==> config.mk <==
export PLATFORM = sky130hd
export DESIGN_NAME = branch_predict_unit
export DESIGN_NICKNAME = d
export VERILOG_FILES = /design/src/rtl/branch_predict_unit.sv
export SDC_FILE = /design/constraint.sdc
export NUM_CORES = 1
export LEC_CHECK = 0
export ABC_CLOCK_PERIOD_IN_PS = 12800
export CAP_MARGIN = 10
export CORE_UTILIZATION = 35
export CTS_CLUSTER_SIZE = 40
export DETAILED_ROUTE_END_ITERATION = 8
export PLACE_DENSITY = 0.71
export REMOVE_ABC_BUFFERS = 1
export SYNTH_ARGS = -nofsm -noshare
export SYNTH_HDL_FRONTEND = slang
export SYNTH_SLANG_ARGS = --single-unit
==> constraint.sdc <==
create_clock -name clk -period 12.8 [get_ports clk]
set_clock_uncertainty 0.2 [all_clocks]
set_input_delay 2.56 -clock clk [delete_from_list [all_inputs] [get_ports clk]]
set_output_delay 2.56 -clock clk [all_outputs]
set_load 0.02 [all_outputs]
==> src/rtl/branch_predict_unit.sv <==
// Branch predict/resolve unit: a table of 2-bit saturating counters indexed
// by PC bits, plus an execute-stage branch comparator and a registered flush.
// Optional macro BPU_STATS_EN adds saturating branch/mispredict counters.
module branch_predict_unit #(
  parameter int unsigned XLEN        = 32,
  parameter int unsigned BHT_ENTRIES = 16,
  parameter int unsigned IDX_W       = $clog2(BHT_ENTRIES)
) (
  input  logic            clk,
  input  logic            rst,
  input  logic [XLEN-1:0] if_pc,
  output logic            pred_taken,
  input  logic [XLEN-1:0] ex_pc,
  input  logic [6:0]      ex_opcode,
  input  logic [2:0]      ex_funct3,
  input  logic [XLEN-1:0] ex_rs1,
  input  logic [XLEN-1:0] ex_rs2,
  input  logic            ex_pred,
  input  logic            bolha,
  output logic            branch_taken,
  output logic            mispredict,
  output logic            flush_q
`ifdef BPU_STATS_EN
  ,
  output logic [31:0]     stat_branches,
  output logic [31:0]     stat_mispred
`endif
);

  localparam logic [6:0] OPC_BRANCH = 7'b1100011;
  localparam logic [1:0] CTR_WNT    = 2'b01;
  localparam logic [1:0] CTR_SNT    = 2'b00;
  localparam logic [1:0] CTR_ST     = 2'b11;

  logic [1:0]       bht_q [BHT_ENTRIES];
  logic [1:0]       bht_d [BHT_ENTRIES];
  logic             flush_d;
  logic [IDX_W-1:0] lk_idx;
  logic [IDX_W-1:0] up_idx;
  logic             is_br;
  logic             cond;

  // PC bits outside the index field carry no information for the table.
  logic unused_pc_bits;
  assign unused_pc_bits = ^{if_pc[XLEN-1:IDX_W+2], if_pc[1:0],
                            ex_pc[XLEN-1:IDX_W+2], ex_pc[1:0]};

  assign lk_idx     = if_pc[IDX_W+1:2];
  assign up_idx     = ex_pc[IDX_W+1:2];
  assign pred_taken = bht_q[lk_idx][1];

  // Resolve the branch condition and compare against the carried prediction.
  always_comb begin
    is_br = (ex_opcode == OPC_BRANCH) && !bolha;
    cond  = 1'b0;
    case (ex_funct3)
      3'b000:  cond = (ex_rs1 == ex_rs2);
      3'b001:  cond = (ex_rs1 != ex_rs2);
      3'b100:  cond = ($signed(ex_rs1) <  $signed(ex_rs2));
      3'b101:  cond = ($signed(ex_rs1) >= $signed(ex_rs2));
      3'b110:  cond = (ex_rs1 <  ex_rs2);
      3'b111:  cond = (ex_rs1 >= ex_rs2);
      default: cond = 1'b0;
    endcase
    branch_taken = is_br && cond;
    mispredict   = is_br && (branch_taken ^ ex_pred);
    flush_d      = mispredict;
  end

  // Saturating update of the single counter addressed by the resolving PC.
  always_comb begin
    bht_d = bht_q;
    if (is_br) begin
      if (branch_taken) begin
        if (bht_q[up_idx] != CTR_ST) bht_d[up_idx] = bht_q[up_idx] + 2'd1;
      end else begin
        if (bht_q[up_idx] != CTR_SNT) bht_d[up_idx] = bht_q[up_idx] - 2'd1;
      end
    end
  end

  // Table and flush registers; reset re-seeds every counter to weak-not-taken.
  always_ff @(posedge clk) begin
    if (rst) begin
      for (int unsigned i = 0; i < BHT_ENTRIES; i++) bht_q[i] <= CTR_WNT;
      flush_q <= 1'b0;
    end else begin
      bht_q   <= bht_d;
      flush_q <= flush_d;
    end
  end

`ifdef BPU_STATS_EN
  logic [31:0] stat_branches_q, stat_branches_d;
  logic [31:0] stat_mispred_q,  stat_mispred_d;

  // Saturating event counters.
  always_comb begin
    stat_branches_d = stat_branches_q;
    stat_mispred_d  = stat_mispred_q;
    if (is_br && (stat_branches_q != 32'hFFFF_FFFF))
      stat_branches_d = stat_branches_q + 32'd1;
    if (mispredict && (stat_mispred_q != 32'hFFFF_FFFF))
      stat_mispred_d = stat_mispred_q + 32'd1;
  end

  // Statistics registers.
  always_ff @(posedge clk) begin
    if (rst) begin
      stat_branches_q <= 32'd0;
      stat_mispred_q  <= 32'd0;
    end else begin
      stat_branches_q <= stat_branches_d;
      stat_mispred_q  <= stat_mispred_d;
    end
  end

  assign stat_branches = stat_branches_q;
  assign stat_mispred  = stat_mispred_q;
`endif

endmodule

; Yosys cells after proc, flatten, opt, wreduce, memory -nomap -nowiden
; Index checks and enable logic that the tools add are counted.
[word_totals]
register_bits = 33
latchBits = 0
ramBits = 0
rom_bits = 0
inputBits = 142
output_inout_bits = 4
elab_cells = 62
memories = 0
[op_classes]
add_sub_neg = 2
mul = 0
div = 0
order_cmp = 7
n_eq_ne = 10
shift = 0
muxes = 14
n_bitwise = 3
reduce_logical = 9
[op_table]
columns = operator, count
row1 = 2-to-1 mux 32 bit, 3
row2 = bitwise mux 32 bit, 2
row3 = greater-or-equal comparator 32 bit, 2
row4 = < comparator 32 bit, 2
row5 = equality test 32 bit, 1
row6 = inequality test 32 bit, 1
row7 = binary-select mux 2 bit (select 4 bit), 2
row8 = equality test 3 bit (second input constant), 4
row9 = greater-or-equal comparator 5 bit (second input constant), 2
row10 = 2-to-1 mux 2 bit, 5
row11 = inverter 4 -> 5 bit, 2
row12 = demux 2 bit (select 4 bit), 1
row13 = equality test 7 bit (second input constant), 1
row14 = case mux 1 bit (6 select lines), 1
row15 = < comparator 5 x 1 -> 1 bit (second input constant), 1
row16 = logical AND 1 bit, 4
row17 = nonzero test 2 bit, 2
row18 = equality test 3 x 1 -> 1 bit (second input constant), 1
row19 = logical NOT 3 bit, 1
row20 = AND reduction 3 bit, 1
row21 = adder 2 x 1 -> 2 bit (second input constant), 1
row22 = inequality test 2 x 1 -> 1 bit (second input constant), 1
row23 = inequality test 2 bit (second input constant), 1
row24 = subtractor 2 x 1 -> 2 bit (second input constant), 1
row25 = other kinds (2), 2

; Depth between registers and ports, before layout
[logic_depth]
ltp_word = 8
ltp_mapped = 12
depth_no_buf = 11

; Least setup slack after synthesis
; Ideal clock, no wire load.
[synth_path]
path_kind = input to output
start = input port ex_rs2[5]
end = output port mispredict
t_arrival_ns = 5.264
t_required_ns = 10.040
slack_ns = 4.776
path_stages = 11
path_cell_list = inv_1 ha_1 a21o_1 a21o_1 a2111oi_4 o211ai_2 nor3_4 a221oi_2 a211oi_4 buf_6 mux2i_1
[synth_via]
elab_chain_cells = 5
word_cells_on_any_way = 10
cone_classes = order compare (4) / eq/ne (2) / mux (1) / bitwise (1) / reduce/logical (2)
[synth_lines]
columns = element, line_no
row1 = from (decl), 17  ; input logic [XLEN-1:0] ex_rs2,
row2 = "greater-or-equal comparator 32 bit, or another cell as far along", 62  ; 3'b111: cond = (ex_rs1 >= ex_rs2);
row3 = case mux 1 bit (6 select lines) (*), 56  ; case (ex_funct3)
row4 = logical AND 1 bit (*), 65  ; branch_taken = is_br && cond;
row5 = via branch_taken, 20  ; output logic branch_taken,
row6 = XOR 1 bit (*), 66  ; mispredict = is_br && (branch_taken ^ ex_pred);
row7 = logical AND 1 bit (*), 66
row8 = to (decl), 21  ; output logic mispredict,
; Mark *: on every way through the listed nets, which the timed path passes. The rest lies on a longest branch.

; Worst setup path in the final report
[layout_path]
start = input port ex_rs2[31]
end = output port mispredict
[layout_via]
elab_chain_cells = 5
word_cells_on_any_way = 10
cone_classes = order compare (4) / eq/ne (2) / mux (1) / bitwise (1) / reduce/logical (2)
[layout_lines]
columns = element, line_no
row1 = "greater-or-equal comparator 32 bit, or another cell as far along", 62
row2 = case mux 1 bit (6 select lines) (*), 56
row3 = logical AND 1 bit (*), 65
row4 = XOR 1 bit (*), 66
row5 = logical AND 1 bit (*), 66
; Every way passes the cells marked *; elsewhere a longest branch is shown, timed or not.

==> impl_metrics.tcl <==
set metrics [dict create \
    synth_edf_count 0 \
    fin_crit_sh 0.6998 \
    drtAntennaViolNets 0 \
    ys.flop_type "dfxtp_1" \
    synthToLayoutAreaGrowth_pct 35.18 \
    die_w_microns 94.40 \
    grt_pass1_vias 2757 \
    crit_type "in2out" \
    num_antenna_cells 0 \
    syn_avg_cell_area_sq_um 9.027 \
    cts_root_buf "clkbuf_8" \
    vias 2678 \
    ios 146 \
    firstDrtPassIters 4 \
    place_worst_setup_slack_ns 3.784 \
    relSlewSlack 0.2687 \
    dieArea_sq_um 8910 \
    netlist_area_sq_um 2988 \
    arrival_ns 6.20 \
    grt_overflow 0 \
    cp.required_ns 10.04 \
    clock_path_buffers 2 \
    setup_slack_ns 3.842 \
    mostFrequentLayoutCells "clkdlybuf4s50_1 (89), mux2i_1 (43), inv_1 (35)" \
    p_seq_frac 0.414 \
    cts_sinks 33 \
    power_uw 248.1 \
    placed_cells 509 \
    drt-wirelength-per-cell_microns 14.67 \
    synth_warnings 0 \
    cts_resized 0 \
    ys_seq_area_frac 0.2211 \
    synth_seq_cells 33 \
    num-nets-final 587 \
    cts_tree "yes" \
    synth-async-reset-ratio 0 \
    path_clk_slew_ns 0.06 \
    peakVddDrop_mv 0.06104 \
    num_rows 33 \
    drv_slew 0 \
    die_h_microns 94.40 \
    grt_first_pass_wirelength_microns 12280 \
    setup_tns_ns 0 \
    startpoint "ex_rs2[31]" \
    cts_setup_buffers 0 \
    switchingPower_uw 63.92 \
    synth.distinct_cells 35 \
    critPathLaunchType "input pin" \
    leakage_uw 0.001645 \
    post-route-min-period_ns 8.958 \
    antenna_found_initial 0 \
    htreeDepth 2 \
    clock_latency_ns 0.28 \
    start_util 0.3618 \
    viasPerCell 5.190 \
    switching_share 0.2576 \
    run_status "completed" \
    totalWireLength_microns 7572 \
    postCtsHoldBufs 0 \
    crit_fanout 19 \
    cell_internal_pwr_uw 184.2 \
    combPwrFrac 0.268 \
    hpwl_microns 6010 \
    worst_slew_pin_slew_ns 1.093 \
    p_per_area_nw_per_um2 61.44 \
    track_usage 0.1773 \
    fmax_mhz 111.6 \
    rsz0062_at_grt "no" \
    cts_made_buffers 5 \
    drv_cap 0 \
    core_sq_um 8258 \
    hold_start "bht_q[27]" \
    endpoint_kind "output port" \
    drtIter0Drc 118 \
    setup_viol 0 \
    grt_max_degree 37 \
    hold_ws_ns 0.2912 \
    drive_gt1_frac 0.09976 \
    io_buffer_count 89 \
    drc_errors 0 \
    hold_viol_final 0 \
    hp-class "reg2reg" \
    clockPowerShare 0.318 \
    layoutNonFillerInstCount 516 \
    netlist_instances 331 \
    nFillCells 808 \
    final_common_cell "clkdlybuf4s50_1" \
    place_congestion 0.7638 \
]
-- stage by stage --
stage / instance area, sq um / utilization
detailed placement: 3953 / 0.4786
CTS: 4039 / 0.4891
finish: 4039 / 0.4891
global placement: 3953 / 0.4786
global route: 4039 / 0.4891
floorplan: 2908 / -
-- critical path, stage by stage --
cell and delay, ns:
clkdlybuf4s50_1 0.45, inv_1 0.04, ha_1 0.34, nand4_1 0.24, nor4_2 0.49, nand3_1 0.18, xor2_1 0.18, nor2_1 0.09
o21ai_0 0.13, a211oi_4 0.26, buf_4 0.32, mux2i_1 0.27, clkdlybuf4s50_1 0.63
-- worst paths after layout --
path	end	slack (ns)	cells past startpoint
max	mispredict	3.84	13
min	bht_q[27]	0.29	2
max reg2reg	bht_q[15]	9.75	8
min reg2reg	bht_q[27]	0.29	2
-- per-layer routing --
metal | vias to the layer above | track usage | wire [microns]
met5 | - | 0 | 0
met3 | 4 | 0.03704 | 691
met1 | 1249 | 0.2000 | 3181
li1 | 1336 | - | -
met2 | 89 | 0.3327 | 3636
met4 | 0 | 0.05000 | 62
-- kinds of logic after synthesis --
logic type               after synthesis  share of synthesized area
AND/OR/NAND/NOR                      111                     0.1956
buffers and inverters                 54                    0.07077
AO/OA/AOI/OAI                         31                    0.07998
flip-flops                            33                     0.2211
adder cells (fa/ha/maj)               34                     0.1424
XOR/XNOR                               1                   0.002932
multiplexers                          67                     0.2873
-- cells in the mapped netlist, types with 8 or more instances --
| master | number | area share |
|---|---|---|
| ha_1 | 34 | 0.14 |
| a21oi_1 | 11 | 0.018 |
| mux2i_1 | 43 | 0.14 |
| buf_1 | 9 | 0.011 |
| mux4_2 | 14 | 0.11 |
| nand2_1 | 10 | 0.013 |
| inv_1 | 35 | 0.044 |
| dfxtp_1 | 33 | 0.22 |
| nor2_1 | 23 | 0.029 |
| clkbuf_1 | 8 | 0.010 |
| nor3_1 | 34 | 0.057 |
| mux2_2 | 10 | 0.038 |
| nand2b_1 | 24 | 0.050 |
-- power groups by stage --
stage	Combinational, uW	Clock [uW]	Sequential (uW)
after CTS	67.1	81.4	103
after global placement	64.9	0	105
after detailed placement	66.8	0	105
after global routing	73.9	83.2	103
final	66.4	79.0	103
after floorplan	29.0	0	105
-- area by class of cell --
class | instances | area (sq um) | area share
inverter | 35 | 131.4 | 0.03253
clock buffer | 7 | 86.33 | 0.02138
timing repair buffer | 92 | 913.4 | 0.2261
sequential | 33 | 660.6 | 0.1636
tap | 105 | 131.4 | 0.03253
multi-input combinational | 244 | 2116 | 0.5239
No activity file was read; power rests on OpenSTA's default activity.
